`src/rtl/gb_io_pkg.sv`:
```
// Shared I/O register map and encodings for the Game Boy peripheral slice.
package gb_io_pkg;

  localparam logic [15:0] ADDR_DIV  = 16'hff04;
  localparam logic [15:0] ADDR_TIMA = 16'hff05;
  localparam logic [15:0] ADDR_TMA  = 16'hff06;
  localparam logic [15:0] ADDR_TAC  = 16'hff07;
  localparam logic [15:0] ADDR_IF   = 16'hff0f;

  // TAC[1:0] clock-select codes, named by the divider they give.
  localparam logic [1:0] TAC_1024 = 2'b00;
  localparam logic [1:0] TAC_16   = 2'b01;
  localparam logic [1:0] TAC_64   = 2'b10;
  localparam logic [1:0] TAC_256  = 2'b11;

  localparam int IRQ_TIMER = 2;

endpackage

```
`src/rtl/gb_timer_tick.sv`:
```
// TIMA tick source: selects a counter tap by TAC, gates it with the enable
// bit and strobes on its falling edge against the previous cycle's value.
module gb_timer_tick
  import gb_io_pkg::*;
(
  input  logic       clock,
  input  logic       reset,
  input  logic [3:0] taps,
  input  logic [2:0] tac,
  output logic       tick
);

  logic sel;
  logic tsig;
  logic tsig_q;

  // taps = {counter[9], counter[7], counter[5], counter[3]}
  always_comb begin
    sel = 1'b0;
    case (tac[1:0])
      TAC_1024: sel = taps[3];
      TAC_16:   sel = taps[0];
      TAC_64:   sel = taps[1];
      TAC_256:  sel = taps[2];
      default:  sel = 1'b0;
    endcase
    tsig = sel & tac[2];
  end

  always_ff @(posedge clock) begin
    if (reset) tsig_q <= 1'b0;
    else       tsig_q <= tsig;
  end

  // Any 1->0 of the gated tap counts, including ones caused by DIV/TAC writes.
  assign tick = tsig_q & ~tsig;

endmodule

```
`src/rtl/gb_timer.sv`:
```
// DIV/TIMA/TMA/TAC timer: system counter, TIMA with delayed TMA reload and
// interrupt, and a two-stage registered CPU read port.
module gb_timer
  import gb_io_pkg::*;
#(
  parameter logic [15:0] BASE  = 16'hff04,
  parameter int          CNT_W = 16
) (
  input  logic        clock,
  input  logic        reset,
  input  logic [15:0] addr,
  input  logic [7:0]  wdata,
  input  logic        load,
  input  logic        store,
  output logic [7:0]  rdata,
  output logic        hit,
  output logic        irq
);

  localparam logic [CNT_W-1:0] CNT_ONE = {{(CNT_W-1){1'b0}}, 1'b1};

  logic [CNT_W-1:0] counter;
  logic [7:0]       tima;
  logic [7:0]       tma;
  logic [2:0]       tac;
  logic             reload_pend;
  logic             tick;

  logic [15:0] offset;
  logic        in_range;
  logic [1:0]  reg_idx;
  logic        wr_div;
  logic        wr_tima;
  logic        wr_tma;
  logic        wr_tac;
  logic [7:0]  rd_val;

  logic [7:0]  rd_val_q;
  logic        rd_hit_q;
  logic        rd_vld_q;

  // Addresses below BASE wrap to large offsets, so one compare covers the window.
  assign offset   = addr - BASE;
  assign in_range = offset < 16'd4;
  assign reg_idx  = offset[1:0];

  assign wr_div  = store && in_range && reg_idx == 2'd0;
  assign wr_tima = store && in_range && reg_idx == 2'd1;
  assign wr_tma  = store && in_range && reg_idx == 2'd2;
  assign wr_tac  = store && in_range && reg_idx == 2'd3;

  gb_timer_tick u_tick (
    .clock (clock),
    .reset (reset),
    .taps  ({counter[9], counter[7], counter[5], counter[3]}),
    .tac   (tac),
    .tick  (tick)
  );

  always_comb begin
    rd_val = 8'h00;
    if (in_range) begin
      case (reg_idx)
        2'd0:    rd_val = counter[CNT_W-1 -: 8];
        2'd1:    rd_val = tima;
        2'd2:    rd_val = tma;
        default: rd_val = {5'b11111, tac};
      endcase
    end
  end

  // irq doubles as the "reload cycle" marker for write-priority decisions.
  always_ff @(posedge clock) begin
    if (reset) begin
      counter     <= '0;
      tima        <= 8'h00;
      tma         <= 8'h00;
      tac         <= 3'b000;
      reload_pend <= 1'b0;
      irq         <= 1'b0;
    end else begin
      counter <= wr_div ? '0 : counter + CNT_ONE;
      irq     <= 1'b0;
      if (wr_tma) tma <= wdata;
      if (wr_tac) tac <= wdata[2:0];

      if (reload_pend) begin
        reload_pend <= 1'b0;
        if (wr_tima) begin
          tima <= wdata;
        end else begin
          tima <= tma;
          irq  <= 1'b1;
        end
      end else if (irq && wr_tma) begin
        tima <= wdata;
      end else if (wr_tima && !irq) begin
        tima <= wdata;
      end else if (tick) begin
        tima <= tima + 8'd1;
        if (tima == 8'hff) reload_pend <= 1'b1;
      end
    end
  end

  // Stage 1 captures pre-write register contents; stage 2 presents them.
  always_ff @(posedge clock) begin
    if (reset) begin
      rd_val_q <= 8'h00;
      rd_hit_q <= 1'b0;
      rd_vld_q <= 1'b0;
      rdata    <= 8'h00;
      hit      <= 1'b0;
    end else begin
      rd_vld_q <= load;
      if (load) begin
        rd_val_q <= rd_val;
        rd_hit_q <= in_range;
      end
      hit <= rd_vld_q & rd_hit_q;
      if (rd_vld_q) rdata <= rd_val_q;
    end
  end

endmodule
```
`config.mk`:
```
export PLATFORM = sky130hd
export DESIGN_NAME = gb_timer
export DESIGN_NICKNAME = d
export VERILOG_FILES = /design/src/rtl/gb_io_pkg.sv /design/src/rtl/gb_timer_tick.sv /design/src/rtl/gb_timer.sv
export SDC_FILE = /design/constraint.sdc
export NUM_CORES = 1
export LEC_CHECK = 0
export CAP_MARGIN = 20
export CELL_PAD_IN_SITES_DETAIL_PLACEMENT = 2
export CELL_PAD_IN_SITES_GLOBAL_PLACEMENT = 2
export CORE_MARGIN = 2
export CORE_UTILIZATION = 36
export CTS_CLUSTER_DIAMETER = 80
export DETAILED_ROUTE_END_ITERATION = 12
export HOLD_SLACK_MARGIN = 0.08
export PLACE_DENSITY = 0.9
export SLEW_MARGIN = 40
export SYNTH_ARGS = -nofsm -noshare
export SYNTH_HDL_FRONTEND = slang
export SYNTH_HIERARCHICAL = 1
export SYNTH_SLANG_ARGS = --single-unit
```
`constraint.sdc`:
```
create_clock -name clock -period 3.5 [get_ports clock]
set_input_delay 0.875 -clock clock [delete_from_list [all_inputs] [get_ports clock]]
set_output_delay 0.875 -clock clock [all_outputs]
set_load 0.01 [all_outputs]
```
; ---- After elaboration in Yosys (flattened, before gate mapping)
; Cells that the tools add are included.
[word_totals]
reg_bits = 57
word_cells = 53
in_bits = 28
output_inout_bits = 10
[classes]
n_bitwise = 6
n_mux = 10
eq_ne = 7
magnitude_cmp = 1
reduce_logical = 14
n_addsub = 3
[op_table]
columns = operator, n
row1 = $mux W8, 6
row2 = $pmux W8 S3, 1
row3 = $add A16 B1 Y16 const B, 1
row4 = $lt A16 B3 Y1 const B, 1
row5 = $sub A16 B16 Y16 const B, 1
row6 = $add A8 B1 Y8 const B, 1
row7 = $eq A2 B2 Y1 const B, 4
row8 = $eq A8 B8 Y1 const B, 1
row9 = $logic_and A1 B1 Y1, 7
row10 = $reduce_or A5 Y1, 1
row11 = $eq A2 B1 Y1 const B, 2
row12 = $logic_not A2 Y1, 2
row13 = $pmux W1 S4, 1
row14 = $reduce_bool A4 Y1, 1
row15 = $reduce_or A2 Y1, 2
row16 = $and A1 B1 Y1, 3
row17 = $not A1 Y1, 3
row18 = $mux W1, 2
row19 = $logic_not A1 Y1, 1

; ---- Depth between registers and ports, before layout
[depth]
ltp_word = 9
depth_mapped = 8
mapped_depth_nobuf = 8

; ---- Modules after synthesis
; Netlist, hierarchy kept.
[modules_own_cells]
columns = mod, seq_area_each_um2, n_inst, cells_per_inst, area_per_inst_um2
row1 = gb_timer, 1121.1, 1, 272, 2595.0
row2 = gb_timer_tick, 20.0, 1, 9, 78.8

; ---- Least setup slack after synthesis
; OpenSTA, ideal clock, no wires.
[synth_timing]
kind = input -> register
startpoint = input port addr[8]
endpoint = register counter[10]
required_time_ps = 3385
arrival_time_ps = 2264
setup_slack_ps = 1121
path_stages = 6
path_buffers = 1
setup_ps = 115
path_cell_list = nand4_1 > o31a_1 > nor3_1 > a31o_2 > buf_4 > nor2_1
[synth_between]
elab_chain_len = 5
[synth_lines]
columns = element, line_no
row1 = from (decl), gb_timer.sv:11  ; input logic [15:0] addr,
row2 = $sub A16 B16 Y16, gb_timer.sv:43  ; assign offset = addr - BASE;
row3 = $lt A16 B3 Y1, gb_timer.sv:44  ; assign in_range = offset < 16'd4;
row4 = $logic_and A1 B1 Y1 (2 in a row), gb_timer.sv:47  ; assign wr_div = store && in_range && reg_idx == 2'd0;
row5 = $reduce_or A2 Y1 (no source line), -
row6 = to (signal assigned), gb_timer.sv:82  ; counter <= wr_div ? '0 : counter + CNT_ONE;
row7 = to (decl), gb_timer.sv:22  ; logic [CNT_W-1:0] counter;
; Every way passes these cells.
; A chain may end at the register's enable or synchronous reset.

; ---- Worst setup path in the final report
[layout_timing]
startpoint = input port addr[6]
endpoint = register tima[5]
[layout_between]
elab_chain_len = 8
word_cells_on_any_way = 12
classes_between = add/sub (1) / order compare (1) / mux (4) / reduce/logical (6)
[layout_lines]
columns = element, line_no
row1 = $sub A16 B16 Y16 (*), gb_timer.sv:43
row2 = $lt A16 B3 Y1 (*), gb_timer.sv:44
row3 = $logic_and A1 B1 Y1 (*), "gb_timer.sv:48, gb_timer.sv:49"
row4 = $logic_and A1 B1 Y1, gb_timer.sv:48  ; assign wr_tima = store && in_range && reg_idx == 2'd1;
row5 = $logic_and A1 B1 Y1, gb_timer.sv:97  ; end else if (wr_tima && !irq) begin
row6 = $mux W8, gb_timer.sv:97
row7 = $mux W8, gb_timer.sv:95  ; end else if (irq && wr_tma) begin
row8 = $mux W8, gb_timer.sv:87  ; if (reload_pend) begin
row9 = to (signal assigned), gb_timer.sv:90  ; tima <= wdata;
row10 = to (signal assigned), gb_timer.sv:96  ; tima <= wdata;
row11 = to (signal assigned), gb_timer.sv:98  ; tima <= wdata;
row12 = to (decl), gb_timer.sv:23  ; logic [7:0] tima;
; Every way passes the cells marked *; elsewhere a longest branch is shown, timed or not.

==> summary.md <==
| Metric | Value |
|---|---|
| Num CTS Buffers | 9 |
| RSZ-0062 raised after global routing | no |
| Root Driver | clkbuf_8 |
| Core Box Area | 0.00721 mm^2 |
| Clk sink count | 57 |
| Post-DP HPWL | 6830 um |
| Cell Pwr Density | 392 mW/mm^2 |
| GRT Total Usage | 0.246 |
| Port Buffers | 37 |
| Resized Gates After CTS | 0 |
| Slew margin rel. | 0.528 |
| Die area | 0.00813 mm^2 |
| TNS Setup | 0 ns |
| Hold Fails Final Rpt | 0 |
| Post-route ant nets | 0 |
| VDD IR max | 0.202 mV |
| Die Span Y | 90.2 um |
| Area delta synth->final | 26.1% |
| Largest net degree at the start of global routing | 17 |
| Number of inserted diodes | 0 |
| Clk slew on worst S/H paths | 0.08 ns |
| Fin crit period | 2.89 ns |
| CP Depth | 7 |
| Routed wl met3 | 315 um |
| H-tree depth | 3 |
| Max Freq | 0.346 GHz |
| Arr. time, crit path | 3.12 ns |
| Worst Skew | 0.0170 ns |
| Crit path launch type | input port |
| Vias in the first global route | 2,790 |
| Drt pass-1 iters | 4 |
| Status | completed |
| Critical path type | input port to flip-flop |
| First-pass GRT wire length | 15,400 um |
| EDFF count, synth | 0 |
| Top-area cell type share of the netlist area | 0.427 |
| DR iter-0 viols | 85 |
| Mean post-synth cell area | 9.52 um^2 |
| Share of layout cells above drive strength 1 | 0.133 |
| Total I/O pin count | 38 |
| Met2 wire len | 5280 um |
| Cell-by-cell trace of the critical path | clkdlybuf4s50_1 -> nor4b_2 -> nand4_1 -> nor4_2 -> buf_4 -> mux2i_1 -> a211oi_1 |
| #FFs+latches synth | 57 |
| Crit share post-route | 0.825 |
| Worst path max stage delay | 0.43 ns |
| M1 wire length | 3830 um |
| Count of pins over their slew limit | 0 |
| Final Setup Violations | 0 |
| Initial antenna violation count | 0 |
| Max-Cap Viols | 0 |
| Syn_nets | 311 |
| Routed len/inst | 22.7 um |
| Initial Utilization | 0.371 |
| Cts hold-fix bufs | 0 |
| Site row count | 31 |
| Hold Crit Depth | 1 |
| CP bufs+invs | 2 |
| Top cells by area, synth | dfxtp_1 43%, mux2i_1 13%, nor2_1 7.3%, xnor2_1 3.3%, xor2_1 3.3% |
| Cell area after synthesis | 0.00267 mm^2 |
| Hold WC Path Type | flip-flop to flip-flop |
| Routed WL | 9770 um |
| Overflow after GRT | 0 |
| CTS tree | yes |
| Worst-margin pin slew | 0.706 ns |
| Most used DFF post-synth | dfxtp_1 |
| Utilization after layout | 0.467 |
| Post-Syn Instances | 281 |
| Yosys Warn Count | 6 |
| Via count | 2,407 |
| Die Wd | 90.2 um |
| Setup crit end kind | flip-flop |
| Setup bufs post-CTS | 0 |
| DRC | 0 |
| Crit path max-delay family | simple AND/OR/NAND/NOR gates |
| Post-synthesis sequential area ratio | 0.427 |
| Cell taking the most area after synthesis | dfxtp_1 |
| Slowest cell on crit path | clkdlybuf4s50_1 |
| RD Place Congestion | 0.760 |
| Post-synth cell types | 41 |
| Critical Path RT | 3.74 ns |
| CP max FO | 10 |
| Nets@finish | 357 |
| Max clock buf depth | 2 |
| DR vias/cell | 5.58 |
| R2R cell count | 8 |
| Asr flop ratio synth | 0 |
| Leakage Power | 0.00113 uW |
| Worst-Skew Late Latency | 0.34 ns |
| Fillers | 770 |
| Max Used Layer | met4 |
-- state kept, by name, indices dropped and copies added (netlist names), 3 cells and up --
signal and flops:
tima 8, tma 8, rd_val_q 8, rdata 8, counter 16, tac 3
-- cells in the final DEF (no fill, tap or decap), types with 2 or more instances in the layout --
cell type / count
a211oi_1: 3
a32o_1: 3
and3_1: 4
buf_4: 9
clkbuf_8: 11
clkdlybuf4s50_1: 37
clkinvlp_4: 3
dfxtp_1: 57
ha_1: 2
inv_1: 5
mux2_2: 6
mux2i_1: 35
mux4_2: 3
nand2_1: 17
nand2b_1: 5
nand3_1: 7
nand4_1: 11
nor2_1: 52
nor3_1: 5
nor4_2: 3
o21ai_0: 6
o221ai_1: 2
o22ai_1: 8
xnor2_1: 10
xor2_1: 10
-- kinds of logic after synthesis --
kind of cell	synth area share
buffers and inverters	0.0267
and+or+nand+nor	0.208
adders and majority gates	0.00936
xor gates and xnor gates	0.0655
muxes	0.182
AOI/OAI and AO/OA	0.0824
DFF	0.427
-- power breakdown --
group / total [uW] / internal, uW / switching [uW]
logic: 92.6 / 45.4 / 47.3
registers: 657 / 652 / 5.44
clock network: 572 / 294 / 278
total: 1320 / 992 / 331
-- through the flow --
stage | setup WS (ns) | area, um^2 | power (uW) | hold WS [ns] | cells
global placement | 0.519 | 3190 | 757 | 0.430 | 415
detailed placement | 0.313 | 3190 | 763 | 0.442 | 415
finish | 0.613 | 3370 | 1320 | 0.455 | 431
global route | 0.527 | 3370 | 1370 | 0.490 | 431
CTS | 0.599 | 3370 | 1330 | 0.458 | 431
floorplan | 1.12 | 2670 | 709 | 0.417 | 281
-- layout make-up --
class / count / area (um^2) / share of cell area
tap: 99 / 124 / 0.0367
clock inverter: 4 / 27.5 / 0.00816
inverter: 5 / 18.8 / 0.00557
sequential: 57 / 1140 / 0.338
timing repair buffer: 46 / 438 / 0.130
clock buffer: 12 / 155 / 0.0460
multi-input combinational: 208 / 1470 / 0.435
-- per-layer routing --
layer / up-vias / track usage
li1: 1089 / -
met4: 0 / 0.104
met1: 1217 / 0.263
met3: 27 / 0.0553
met5: - / 0
met2: 74 / 0.461
-- final timing paths --
| check | start | end | slack (ns) |
|---|---|---|---|
| worst min-delay path | counter[0] | counter[0] | 0.46 |
| worst max register to register | tac[0] | tima[5] | 1.12 |
| worst min register to register | counter[0] | counter[0] | 0.46 |
| worst max-delay path | addr[6] | tima[5] | 0.61 |
-- cells in the mapped netlist (2+ instances only) --
cell	n
and3_1	4
nand3_1	7
a211oi_1	3
o22ai_1	8
mux2i_1	35
nor4_2	2
mux4_2	3
o21ai_0	6
nand2b_1	5
clkbuf_1	6
xor2_1	10
ha_1	2
a32o_1	3
nor3_1	5
buf_1	2
buf_4	3
o221ai_1	2
dfxtp_1	57
nor2_1	52
mux2_2	6
nand4_1	11
inv_1	5
nand2_1	17
xnor2_1	10
Power figures use the tool's default switching activity.
